==> src/rtl/lsu_dram_bridge.sv <==
// Load/store bridge from the EX/MEM request port to a word-wide distributed RAM.
// Sub-word stores are done as read-modify-write; loads are lane-aligned and extended.
module lsu_dram_bridge #(
  parameter int DRAM_AW = 16
) (
  input  logic               clk,
  input  logic               resetn,
  input  logic               req_valid,
  output logic               req_ready,
  input  logic               req_we,
  input  logic [1:0]         req_size,
  input  logic               req_unsigned,
  input  logic [31:0]        req_addr,
  input  logic [31:0]        req_wdata,
  output logic               resp_valid,
  input  logic               resp_ready,
  output logic [31:0]        resp_rdata,
  output logic               resp_err,
  output logic [DRAM_AW-1:0] dram_a,
  input  logic [31:0]        dram_spo,
  output logic [31:0]        dram_d,
  output logic               dram_we
);

  typedef enum logic [2:0] {
    IDLE   = 3'd0,
    LOAD   = 3'd1,
    RMW_RD = 3'd2,
    WRITE  = 3'd3,
    RESP   = 3'd4
  } state_t;

  state_t state_reg, state_next;

  logic               req_ready_reg, req_ready_next;
  logic               resp_valid_reg, resp_valid_next;
  logic               resp_err_reg, resp_err_next;
  logic [31:0]        resp_rdata_reg, resp_rdata_next;
  logic               dram_we_reg, dram_we_next;
  logic [DRAM_AW-1:0] dram_a_reg, dram_a_next;
  logic [31:0]        dram_d_reg, dram_d_next;
  logic [1:0]         size_reg, size_next;
  logic               unsigned_reg, unsigned_next;
  logic [1:0]         lane_reg, lane_next;
  logic [15:0]        wdata_reg, wdata_next;

  logic        req_fire;
  logic        req_bad;
  logic [31:0] load_shift;
  logic [31:0] load_ext;
  logic [31:0] ins_word;
  logic [3:0]  lane_mask;
  logic [31:0] merged;

  // Address bits above the RAM window are intentionally ignored.
  logic unused_addr_bits;
  assign unused_addr_bits = ^req_addr[31:DRAM_AW+2];

  assign req_fire = req_valid & req_ready_reg;
  assign req_bad  = (req_size == 2'b11) |
                    ((req_size == 2'b01) & req_addr[0]) |
                    ((req_size == 2'b10) & (req_addr[1:0] != 2'b00));

  // Load path: aligned requests only, so a byte shift by the lane works for halves too.
  assign load_shift = dram_spo >> {lane_reg, 3'b000};

  always_comb begin
    load_ext = load_shift;
    case (size_reg)
      2'b00:   load_ext = unsigned_reg ? {24'd0, load_shift[7:0]}
                                       : {{24{load_shift[7]}}, load_shift[7:0]};
      2'b01:   load_ext = unsigned_reg ? {16'd0, load_shift[15:0]}
                                       : {{16{load_shift[15]}}, load_shift[15:0]};
      default: load_ext = load_shift;
    endcase
  end

  // Store merge: replicate the new data across lanes, then pick per byte.
  assign ins_word = (size_reg == 2'b00) ? {4{wdata_reg[7:0]}} : {2{wdata_reg[15:0]}};

  genvar gi;
  generate
    for (gi = 0; gi < 4; gi++) begin : g_lane
      assign lane_mask[gi] = (size_reg == 2'b00) ? (lane_reg == 2'(gi))
                                                 : (lane_reg[1] == 1'(gi >> 1));
      assign merged[8*gi +: 8] = lane_mask[gi] ? ins_word[8*gi +: 8] : dram_spo[8*gi +: 8];
    end
  endgenerate

  always_comb begin
    state_next      = state_reg;
    resp_err_next   = resp_err_reg;
    resp_rdata_next = resp_rdata_reg;
    dram_we_next    = 1'b0;
    dram_a_next     = dram_a_reg;
    dram_d_next     = dram_d_reg;
    size_next       = size_reg;
    unsigned_next   = unsigned_reg;
    lane_next       = lane_reg;
    wdata_next      = wdata_reg;

    case (state_reg)
      IDLE: begin
        if (req_fire) begin
          size_next     = req_size;
          unsigned_next = req_unsigned;
          lane_next     = req_addr[1:0];
          wdata_next    = req_wdata[15:0];
          if (req_bad) begin
            state_next      = RESP;
            resp_err_next   = 1'b1;
            resp_rdata_next = 32'd0;
          end else begin
            dram_a_next = req_addr[DRAM_AW+1:2];
            if (!req_we) begin
              state_next = LOAD;
            end else if (req_size == 2'b10) begin
              state_next   = WRITE;
              dram_we_next = 1'b1;
              dram_d_next  = req_wdata;
            end else begin
              state_next = RMW_RD;
            end
          end
        end
      end
      LOAD: begin
        state_next      = RESP;
        resp_err_next   = 1'b0;
        resp_rdata_next = load_ext;
      end
      RMW_RD: begin
        state_next   = WRITE;
        dram_we_next = 1'b1;
        dram_d_next  = merged;
      end
      WRITE: begin
        state_next      = RESP;
        resp_err_next   = 1'b0;
        resp_rdata_next = 32'd0;
      end
      RESP: begin
        if (resp_ready) state_next = IDLE;
      end
      default: state_next = IDLE;
    endcase

    // Handshake outputs are registered copies of the next state.
    req_ready_next  = (state_next == IDLE);
    resp_valid_next = (state_next == RESP);
  end

  always_ff @(posedge clk or negedge resetn) begin
    if (!resetn) begin
      state_reg      <= IDLE;
      req_ready_reg  <= 1'b0;
      resp_valid_reg <= 1'b0;
      resp_err_reg   <= 1'b0;
      resp_rdata_reg <= 32'd0;
      dram_we_reg    <= 1'b0;
      dram_a_reg     <= '0;
      dram_d_reg     <= 32'd0;
      size_reg       <= 2'b00;
      unsigned_reg   <= 1'b0;
      lane_reg       <= 2'b00;
      wdata_reg      <= 16'd0;
    end else begin
      state_reg      <= state_next;
      req_ready_reg  <= req_ready_next;
      resp_valid_reg <= resp_valid_next;
      resp_err_reg   <= resp_err_next;
      resp_rdata_reg <= resp_rdata_next;
      dram_we_reg    <= dram_we_next;
      dram_a_reg     <= dram_a_next;
      dram_d_reg     <= dram_d_next;
      size_reg       <= size_next;
      unsigned_reg   <= unsigned_next;
      lane_reg       <= lane_next;
      wdata_reg      <= wdata_next;
    end
  end

  assign req_ready  = req_ready_reg;
  assign resp_valid = resp_valid_reg;
  assign resp_err   = resp_err_reg;
  assign resp_rdata = resp_rdata_reg;
  assign dram_we    = dram_we_reg;
  assign dram_a     = dram_a_reg;
  assign dram_d     = dram_d_reg;

endmodule

==> config.mk <==
export PLATFORM = sky130hd
export DESIGN_NAME = lsu_dram_bridge
export DESIGN_NICKNAME = d
export VERILOG_FILES = /design/src/rtl/lsu_dram_bridge.sv
export SDC_FILE = /design/constraint.sdc
export NUM_CORES = 1
export LEC_CHECK = 0
export BUFFER_PORTS_ARGS = -buffer_cell sky130_fd_sc_hd__buf_4
export CORE_MARGIN = 1.5
export CORE_UTILIZATION = 35
export CTS_CLUSTER_SIZE = 16
export DETAILED_ROUTE_END_ITERATION = 10
export PLACE_DENSITY = 0.62
export SETUP_SLACK_MARGIN = 0.3
export SYNTH_ARGS = -nofsm -noshare
export SYNTH_HDL_FRONTEND = slang
export SYNTH_SLANG_ARGS = --single-unit
==> constraint.sdc <==
create_clock -name clk -period 3.8 [get_ports clk]
set_input_delay 0.76 -clock clk [delete_from_list [all_inputs] [get_ports clk]]
set_output_delay 0.76 -clock clk [all_outputs]
set_load 0.01 [all_outputs]
==> impl_metrics.py <==
metrics = {
    "final_layout": {
        "diodes": 0,
        "stdcell_area_mm2": 0.00728,
        "drive_above_1_share": 0.370,
        "nets": 775,
        "area_growth_pct": 31.0,
        "fillCellCount": 1458,
    },
    "critical_path": {
        "worstPathMaxFanout": 57,
        "r2r_slack_ns": 1.03,
        "timing.critical_path.buf_inv": 0,
        "critical_path_required_ns": 4.05,
        "setup.worst_path.class": "flop to flop",
        "crit_path_max_incr_delay_ns": 0.95,
        "path_delay_family": "simple AND/OR/NAND/NOR gates",
        "ff2ff_path_depth": 4,
        "end_kind": "flop",
        "slowest_stage": "or3b_2",
        "crit_cells": 4,
        "crit_path_start_kind": "flop",
        "arrival_ns": 3.02,
        "crit_start": "state_reg[1]",
        "crit_chain": "or3b_2, nor2_1, mux2i_1, a22o_1",
        "endpoint": "dram_d[1]",
        "worst_r2r_endpoint": "dram_d[1]",
        "rr_startpoint": "state_reg[1]",
    },
    "placement": {
        "place_congestion": 0.848,
        "hpwl_um": 12900,
        "port_buffers": 173,
        "place_area_mm2": 0.00699,
    },
    "power_and_ir_drop": {
        "clkPwrFrac": 0.152,
        "p_switching_mw": 2.43,
        "ir_drop_v": 0.000328,
        "power_frac_comb": 0.496,
        "p_int_mw": 3.56,
        "seqPwrFrac": 0.352,
        "p_per_area_mw_per_mm2": 824,
        "power.leakage_nw": 3.44,
        "total_power_mw": 5.99,
        "swShare": 0.405,
    },
    "drt": {
        "routed_via_density": 5.34,
        "ant_nets": 0,
        "wl_per_cell_um": 19.5,
        "firstDrtPassIters": 4,
        "routed_wl_um": 17300,
        "drc": 0,
        "drt_first_iter_violations": 434,
        "vias": 4737,
    },
    "global_routing": {
        "grt_pass1_vias": 4676,
        "grt_use_total": 0.210,
        "grt_pass1_wl_um": 26600,
        "use_met2": 0.328,
        "grt-ovfl-total": 0,
        "met3_usage": 0.0478,
        "grt_start_max_net_pins": 71,
        "use_met1": 0.297,
        "top_usage_layer": "met2",
        "antenna_found_initial": 0,
    },
    "timing": {
        "fin_skew_ns": 0.00685,
        "rsz0062_at_grt": "false",
        "finalMaxSlewViolations": 0,
        "setup_viol": 0,
        "worst_slew_pin_slew_ns": 1.18,
        "fin_crit_sh": 0.730,
        "relSlewSlack": 0.211,
        "fmax_mhz": 360,
        "tns_ns": 0,
        "hold_violations": 0,
        "period_minus_slack_ns": 2.77,
    },
    "die": {
        "dieHeight_um": 129,
        "die_area_mm2": 0.0166,
        "io-pin-count": 188,
        "rows": 45,
        "core_area_mm2": 0.0154,
        "die_x_um": 129,
        "start_util": 0.361,
    },
    "yosys": {
        "avgSynthCellArea_um2": 10.7,
        "synth.top_cell.area_share": 0.486,
        "synth-main-ff-cell": "dfrtp_1",
        "netlist_instances": 518,
        "synth-seq-cells": 108,
        "ys_async_sr_fraction": 1.00,
        "synth_most_common_cell": "dfrtp_1",
        "synth_nets": 622,
        "synthTopCellsByCount": "dfrtp_1, nor2_1, mux2i_1",
        "synth-edff-count": 0,
        "synth_area_mm2": 0.00556,
        "yosys_warnings": 0,
        "ys_types": 55,
        "yosysSeqAreaShare": 0.486,
        "yosysTopAreaCell": "dfrtp_1",
        "synth_area_leaders": "dfrtp_1, mux2i_1, mux2_2",
    },
    "outcome": {
        "outcome": "completed",
    },
    "cts": {
        "cts.sinks": 108,
        "clk_pin_slew_worst_paths_ns": 0.08,
        "cts_tree": "yes",
        "root_buffer": "clkbuf_16",
        "cts.path.max_buffers": 2,
        "cts-hold-fix-buffers": 0,
        "numCtsBuffers": 9,
        "clock_latency_ns": 0.36,
        "post_cts_resized": 0,
        "cts_htree_levels": 3,
        "cts_setup_buffers": 0,
    },
    "job": {
        "maxCapViolCount": 0,
    },
    "min_path": {
        "hold_class": "flop to flop",
        "min_path_cells": 2,
    },
}
==> stage by stage <==
stage | hold WS (ns) | utilization | cells | setup slack [ns]
3_5_place_dp | 0.472 | 0.455 | 871 | 0.945
2_1_floorplan | 0.464 | - | 518 | 1.67
6_report | 0.482 | 0.473 | 887 | 1.03
4_1_cts | 0.488 | 0.473 | 887 | 1.07
5_1_grt | 0.508 | 0.473 | 887 | 0.827
3_3_place_gp | 0.476 | 0.455 | 871 | 1.02
==> cell families (layout without fill, tap and decap cells) <==
| logic type | after synthesis | in the layout | synth area share |
|---|---|---|---|
| muxes | 84 | 84 | 0.169 |
| buffers and inverters | 42 | 200 | 0.0347 |
| DFF | 108 | 108 | 0.486 |
| AOI/OAI and AO/OA | 155 | 155 | 0.201 |
| and+or+nand+nor | 128 | 128 | 0.107 |
| xor gates and xnor gates | 1 | 1 | 0.00158 |
==> area by class of cell <==
type | instances | area (um^2) | area share
clock buffer | 9 | 225 | 0.0309
clock inverter | 7 | 57.6 | 0.00791
inverter | 4 | 15.0 | 0.00206
multi-input combinational | 368 | 2660 | 0.366
sequential | 108 | 2700 | 0.371
tap | 211 | 264 | 0.0363
timing repair buffer | 180 | 1350 | 0.186
==> worst reg2reg max path: stages, from the launching register on <==
cell,delay [ns]
dfrtp_1,0.94
or3b_2,0.95
nor2_1,0.42
mux2i_1,0.15
a22o_1,0.21
==> placed cells by master (no fill, tap or decap), drive strengths merged, types with 2 or more instances in the layout <==
cell | Yosys | routed
buf | 21 | 180
dfrtp | 108 | 108
nor2 | 60 | 60
mux2i | 45 | 45
nand2 | 43 | 43
mux2 | 38 | 38
a21oi | 34 | 34
o21ai | 33 | 33
a22o | 16 | 16
a211o | 16 | 16
a31oi | 11 | 11
a221o | 9 | 9
a211oi | 9 | 9
clkbuf | 17 | 9
o22a | 8 | 8
nand3b | 7 | 7
a32o | 7 | 7
inv | 3 | 6
clkinv | 1 | 5
nor3 | 3 | 3
o211ai | 2 | 2
or3 | 2 | 2
o41ai | 2 | 2
nand2b | 2 | 2
nor3b | 2 | 2
or2 | 2 | 2
nand3 | 2 | 2
==> routing by layer <==
metal  part of all wire  wire length [um]  up-vias
li1                   -                 -     2221
met1               0.46              7890     2337
met2               0.47              8150      160
met3              0.059              1020       19
met4              0.012               211        0
met5                  0                 0        -
==> worst min-delay path by stage <==
stage | start | end
global placement | resp_rdata[16] | resp_rdata[16]
CTS | resp_rdata[14] | resp_rdata[14]
finish | resp_rdata[14] | resp_rdata[14]
global route | resp_rdata[12] | resp_rdata[12]
detailed placement | resp_rdata[8] | resp_rdata[8]
floorplan | resetn | dram_a[0]
==> power by group through the flow <==
stage,clock (mW),sequential (mW),combinational [mW]
floorplan,0,2.11,1.83
global placement,0,2.10,2.92
detailed placement,0,2.12,2.99
CTS,0.935,2.10,2.99
global route,0.976,2.17,3.24
finish,0.911,2.11,2.97
Note: power is estimated with default switching activity, not from simulation.
